[src/rtl/taillight_seq.sv]
// rtl/taillight_seq.sv - three-lamp sequential tail light controller
//
// Purpose: drives three tail-light lamps from a 2-bit brake/turn command.
//   00 off, 01 brake (all lit), 10 turn (inner-to-outer sweep),
//   11 brake+turn (steady all lit, or flashing when HAZARD_EN is defined).
//   Any command change restarts the prescaler and the sweep from the dark step.
//
// Ports:
//   clk    in   system clock, rising-edge active
//   rst_n  in   asynchronous active-low reset
//   mode   in   [1:0] light command
//   led1   out  inner lamp, 1 = lit (registered)
//   led2   out  middle lamp, 1 = lit (registered)
//   led3   out  outer lamp, 1 = lit (registered)
//
// Configuration macro: HAZARD_EN - when defined, mode 11 flashes all lamps
//   with a 50% duty cycle of TICK_DIV cycles per half period.

module taillight_seq #(
  parameter int TICK_DIV = 12500000
) (
  input  logic       clk,
  input  logic       rst_n,
  input  logic [1:0] mode,
  output logic       led1,
  output logic       led2,
  output logic       led3
);

  typedef enum logic [1:0] {
    SEQ0 = 2'd0,
    SEQ1 = 2'd1,
    SEQ2 = 2'd2,
    SEQ3 = 2'd3
  } seq_e;

  localparam logic [23:0] TICK_LAST = 24'(TICK_DIV - 1);

  logic [1:0]  mode_q, mode_d;
  logic [23:0] count_q, count_d;
  seq_e        seq_q, seq_d;
  logic [2:0]  led_q, led_d;
  logic        mode_chg;
  logic        tick;

`ifdef HAZARD_EN
  logic        phase_q, phase_d;
`endif

  assign mode_chg = (mode != mode_q);
  assign tick     = (count_q == TICK_LAST);

  always_comb begin
    mode_d  = mode;
    count_d = count_q;
    seq_d   = seq_q;
`ifdef HAZARD_EN
    phase_d = phase_q;
`endif

    if (mode_chg) begin
      // A new command restarts everything; it also beats a coincident tick.
      count_d = '0;
      seq_d   = SEQ0;
`ifdef HAZARD_EN
      phase_d = 1'b1;
`endif
    end else begin
      count_d = tick ? '0 : count_q + 24'd1;

      if (mode_q != 2'b10) begin
        seq_d = SEQ0;
      end else if (tick) begin
        case (seq_q)
          SEQ0:    seq_d = SEQ1;
          SEQ1:    seq_d = SEQ2;
          SEQ2:    seq_d = SEQ3;
          default: seq_d = SEQ0;
        endcase
      end

`ifdef HAZARD_EN
      if (tick && (mode_q == 2'b11)) begin
        phase_d = ~phase_q;
      end
`endif
    end
  end

  // LEDs decode the already-registered command, giving a two-edge
  // command-to-lamp latency.
  always_comb begin
    led_d = 3'b000;
    case (mode_q)
      2'b00: led_d = 3'b000;
      2'b01: led_d = 3'b111;
      2'b10: begin
        case (seq_q)
          SEQ0:    led_d = 3'b000;
          SEQ1:    led_d = 3'b100;
          SEQ2:    led_d = 3'b110;
          default: led_d = 3'b111;
        endcase
      end
      default: begin
`ifdef HAZARD_EN
        led_d = {3{phase_q}};
`else
        led_d = 3'b111;
`endif
      end
    endcase
  end

  always_ff @(posedge clk or negedge rst_n) begin
    if (!rst_n) begin
      mode_q  <= 2'b00;
      count_q <= '0;
      seq_q   <= SEQ0;
      led_q   <= 3'b000;
    end else begin
      mode_q  <= mode_d;
      count_q <= count_d;
      seq_q   <= seq_d;
      led_q   <= led_d;
    end
  end

`ifdef HAZARD_EN
  always_ff @(posedge clk or negedge rst_n) begin
    if (!rst_n) begin
      phase_q <= 1'b1;
    end else begin
      phase_q <= phase_d;
    end
  end
`endif

  assign {led1, led2, led3} = led_q;

endmodule

[config.mk]
export PLATFORM = sky130hd
export DESIGN_NAME = taillight_seq
export DESIGN_NICKNAME = d
export VERILOG_FILES = /design/src/rtl/taillight_seq.sv
export SDC_FILE = /design/constraint.sdc
export NUM_CORES = 1
export LEC_CHECK = 0
export ABC_AREA = 1
export CORE_UTILIZATION = 55
export CTS_CLUSTER_SIZE = 12
export DETAILED_ROUTE_END_ITERATION = 6
export DONT_BUFFER_PORTS = 1
export GPL_TIMING_DRIVEN = 1
export PLACE_DENSITY = 0.7
export SLEW_MARGIN = 10
export SYNTH_ARGS = -nofsm -noshare
export SYNTH_HDL_FRONTEND = slang
export SYNTH_SLANG_ARGS = --single-unit
[constraint.sdc]
create_clock -name clk -period 3 [get_ports clk]
set_input_delay 0.15 -clock clk [delete_from_list [all_inputs] [get_ports clk]]
set_output_delay 0.15 -clock clk [all_outputs]
set_load 0.02 [all_outputs]
==> impl_table.tex <==
\begin{tabular}{lr}
\hline
Metric & Value \\
\hline
\multicolumn{2}{l}{\textbf{Worst setup path}} \\
\quad Type of destination of the critical path & flip-flop \\
\quad Capture point of the worst reg-to-reg path & count\_q[19] \\
\quad Cell family with the largest share of critical-path delay & simple AND/OR/NAND/NOR gates \\
\quad Type of element launching the critical path & flip-flop \\
\quad Class of the most critical setup path & reg2reg \\
\quad Worst reg2reg path depth & 8 \\
\quad Cell seen most often among critical-path stages & sky130\_fd\_sc\_hd\_\_nand3\_2 \\
\quad Highest cell delay on the worst timing path & roughly 0.40 ns \\
\quad WP buf/inv & 1 \\
\quad Data arrival time at the worst-slack endpoint & 1.84 ns \\
\quad Worst setup slack for register-to-register paths & between 1 and 1.5 ns \\
\quad Slowest CP cell & sky130\_fd\_sc\_hd\_\_dfrtp\_1 \\
\quad Worst-path cell chain & ha\_1 > nand3\_2 > nor2\_1 > nand3\_2 > nand2\_4 > inv\_4 > nand2\_1 > nor2\_2 \\
\quad Worst flop-to-flop path startpoint & count\_q[0] \\
\quad Maximum fanout along the worst path & 10 \\
\quad Data required time of the critical path & $\sim$3.2 ns \\
\multicolumn{2}{l}{\textbf{Synthesis}} \\
\quad Yosys reg bits & 31 \\
\quad Post-synth EDFFs & 0 \\
\quad Count leader, synth & sky130\_fd\_sc\_hd\_\_nand2\_1 \\
\quad Library cell occupying the most area in the post-synthesis netlist & sky130\_fd\_sc\_hd\_\_dfrtp\_1 \\
\quad Mapped Nets & 260 \\
\quad Distinct cell type count after synthesis & 21 \\
\quad Synth top area share & 0.435 \\
\quad Syn Area/Cell & a little over 7 µm² \\
\quad Ys flop type & sky130\_fd\_sc\_hd\_\_dfrtp\_1 \\
\quad Synthesized netlist cell count & approximately 250 \\
\quad Top post-synthesis cells by count & 75 x sky130\_fd\_sc\_hd\_\_nand2\_1, 66 x sky130\_fd\_sc\_hd\_\_nor2\_1, 31 x sky130\_fd\_sc\_hd\_\_dfrtp\_1, 29 x sky130\_fd\_sc\_hd\_\_inv\_1, 8 x sky130\_fd\_sc\_hd\_\_nand3\_1 \\
\quad Yosys warnings & 0 \\
\quad Share of async-settable or async-resettable flops after synthesis & 1.00 \\
\quad Combined area of all synthesized cells & around 1800 µm² \\
\quad Sequential-to-total area share from yosys stat & 0.435 \\
\quad Most area-consuming cells after synthesis & sky130\_fd\_sc\_hd\_\_dfrtp\_1 44\%, sky130\_fd\_sc\_hd\_\_nand2\_1 16\%, sky130\_fd\_sc\_hd\_\_nor2\_1 14\%, sky130\_fd\_sc\_hd\_\_inv\_1 6.1\%, sky130\_fd\_sc\_hd\_\_ha\_1 3.5\% \\
\multicolumn{2}{l}{\textbf{STA}} \\
\quad Endpoints failing setup & 0 \\
\quad Timing-limited maximum frequency & between 0.6 and 0.7 GHz \\
\quad Final-report max-slew violation count & 0 \\
\quad Final-layout setup total negative slack & 0 ns \\
\quad Number of failing hold endpoints at the final stage & 0 \\
\quad Unrepaired setup endpoints after global routing & no \\
\quad Actual slew at the worst max-slew pin & roughly 0.45 ns \\
\quad Slew margin rel. & 0.702 \\
\quad Period utilization & 0.537 \\
\quad Final Critical Period & 1.61 ns \\
\quad Worst Skew & 0.0138 ns \\
\multicolumn{2}{l}{\textbf{Clocking}} \\
\quad Worst skew pair latency & between 0.3 and 0.4 ns \\
\quad Total setup buffers inserted after CTS & 0 \\
\quad Post-cts hold buffer count & 4 \\
\quad Clock tree from TritonCTS & yes \\
\quad CTS buffer count & 5 \\
\quad Maximum root-to-sink buffer count & 2 \\
\quad Reg clk slew, reported paths & about 0.11 ns \\
\quad Maximum level of the CTS H-tree & 2 \\
\quad Clock sink count & 31 \\
\quad Cts repair resizes & 0 \\
\quad Clock root cell & sky130\_fd\_sc\_hd\_\_clkbuf\_4 \\
\multicolumn{2}{l}{\textbf{Power}} \\
\quad Part of the total power dissipated in sequential elements & 0.602 \\
\quad Clock share of power & 0.332 \\
\quad Leakage component of the power & 0.857 nW \\
\quad Worst vdd ir & 0.318 mV \\
\quad Logic gate share of total power & 0.065 \\
\quad Internal & between 0.5 and 0.6 mW \\
\quad Switching power of the nets & between 0.15 and 0.2 mW \\
\quad Power Density & approximately 370 nW/µm² \\
\quad Sw Share & 0.262 \\
\multicolumn{2}{l}{\textbf{Floorplan}} \\
\quad Core Rows & 20 \\
\quad Die Outline Area & between 3000 and 4000 µm² \\
\quad Area of the core & about 3000 µm² \\
\quad Number of top-level pins & 7 \\
\quad Height of the die & 58.9 µm \\
\quad Starting density of the core & 0.584 \\
\quad Width of the die & just under 60 µm \\
\multicolumn{2}{l}{\textbf{Routing}} \\
\quad Number of nets with antenna violations after routing & 0 \\
\quad Routed len/inst & 11.3 µm \\
\quad Vias after detailed routing & 1,446 \\
\quad Final Routed Wirelength & around 3400 µm \\
\quad Number of detailed-routing iterations run before antenna repair & 4 \\
\quad Drt first-iter violations & 47 \\
\quad DRC Markers & 0 \\
\quad Via-to-Cell Ratio & approximately 4.7 \\
\multicolumn{2}{l}{\textbf{Global routing}} \\
\quad Vias in the first global route & 1,340 \\
\quad Number of antenna violations at the first check in global routing & 0 \\
\quad GRT overflow & 0 \\
\quad Pin count of the biggest net entering global routing & 32 \\
\quad Global-route wire length before repair & about 6000 µm \\
\quad Total global routing track utilization & 0.236 \\
\multicolumn{2}{l}{\textbf{Placement}} \\
\quad Placed standard-cell area & between 1500 and 2000 µm² \\
\quad Detail Placement HPWL & between 2000 and 3000 µm \\
\quad Final weighted congestion in routability-driven placement & 0.858 \\
\quad Number of I/O port buffers & 0 \\
\multicolumn{2}{l}{\textbf{Flow run}} \\
\quad Max capacitance violation total & 0 \\
\multicolumn{2}{l}{\textbf{Final layout}} \\
\quad Area growth syn-to-layout & 8.63\% \\
\quad Design Area, Final & just under 2000 µm² \\
\quad Nets & 270 \\
\quad Fraction of layout cells with a size suffix above 1 & 0.0687 \\
\quad Ant. Diodes & 0 \\
\multicolumn{2}{l}{\textbf{Run status}} \\
\quad Status & completed \\
\multicolumn{2}{l}{\textbf{Worst hold path}} \\
\quad HP Class & in2async \\
\hline
\end{tabular}
layout by cell type (no fill, tap or decap):
cell,netlist,layout
sky130_fd_sc_hd__clkbuf_4,0,5
sky130_fd_sc_hd__clkbuf_1,0,1
sky130_fd_sc_hd__nor3b_1,1,1
sky130_fd_sc_hd__inv_1,29,29
sky130_fd_sc_hd__xnor2_1,5,5
sky130_fd_sc_hd__a21oi_1,3,3
sky130_fd_sc_hd__xor2_1,5,5
sky130_fd_sc_hd__nand2_2,1,1
sky130_fd_sc_hd__nor2_4,1,1
sky130_fd_sc_hd__buf_12,0,1
sky130_fd_sc_hd__ha_1,5,5
sky130_fd_sc_hd__o21bai_1,1,1
sky130_fd_sc_hd__nand4_1,3,3
sky130_fd_sc_hd__clkinvlp_4,0,1
sky130_fd_sc_hd__nand2_4,1,1
sky130_fd_sc_hd__nand3_2,2,2
sky130_fd_sc_hd__nand2_1,75,75
sky130_fd_sc_hd__nor3_1,6,6
sky130_fd_sc_hd__dlygate4sd3_1,0,3
sky130_fd_sc_hd__nor2_2,4,4
sky130_fd_sc_hd__nand3b_1,2,2
sky130_fd_sc_hd__nor2_1,66,66
sky130_fd_sc_hd__clkinv_2,0,1
sky130_fd_sc_hd__dfrtp_1,31,31
sky130_fd_sc_hd__inv_4,1,1
sky130_fd_sc_hd__nand3_1,8,8
area by class of cell:
cell class | count | area, µm²
Clock buffer | 6 | 41.3
Sequential cell | 31 | 776
Clock inverter | 2 | 12.5
Tap cell | 44 | 55.1
Timing Repair Buffer | 4 | 50.0
Multi-Input combinational cell | 189 | 887
Inverter | 30 | 115
Fill cell | 284 | 1120
cells by family (layout without fill, tap and decap cells):
group,count (synthesis),count (layout),synth area share
AOI/OAI and AO/OA,4,4,0.0126
buffers and inverters,31,42,0.0674
adders and majority gates,5,5,0.0351
DFF,31,31,0.435
xor gates and xnor gates,10,10,0.0491
and+or+nand+nor,170,170,0.401
sequential cells by signal, indices dropped and copies added, names as in the netlist:
name / count
count_q: 24
led_q: 3
mode_q: 2
seq_q: 2
per-layer routing:
layer / up-vias / global-route usage / share of wire
met5: - / 0 / 0
met2: 25 / 0.323 / 0.42
met3: 4 / 0.0615 / 0.036
met1: 634 / 0.352 / 0.54
li1: 783 / - / -
met4: 0 / 0.0918 / 0.011
power groups by stage:
| stage | clock network [mW] | registers (mW) | logic, mW |
|---|---|---|---|
| after floorplan | 0 | 0.440 | 0.0272 |
| after CTS | 0.247 | 0.432 | 0.0473 |
| final | 0.238 | 0.432 | 0.0467 |
| after global placement | 0 | 0.441 | 0.0319 |
| after global routing | 0.265 | 0.433 | 0.0535 |
| after detailed placement | 0 | 0.441 | 0.0326 |
worst max path at each step:
stage | slack [ns] | from | depth (start not counted) | end
finish | 1.39 | count_q[0] | 8 | count_q[19]
global route | 1.24 | mode_q[1] | 7 | count_q[13]
CTS | 1.38 | count_q[0] | 8 | count_q[19]
detailed placement | 1.42 | count_q[0] | 8 | count_q[19]
global placement | 1.42 | count_q[0] | 8 | count_q[19]
floorplan | 1.62 | count_q[0] | 8 | count_q[19]
through the flow:
stage               total power [mW]  hold WS (ns)  std cells  utilization  worst slack [ns]
floorplan                      0.467        -0.146        251            -              1.62
global placement               0.472        -0.145        294        0.600              1.42
detailed placement             0.473        -0.145        294        0.600              1.42
CTS                            0.727         0.223        306        0.634              1.38
global route                   0.752         0.233        306        0.634              1.24
finish                         0.717         0.236        306        0.634              1.39
(Power assumes the default switching activity.)
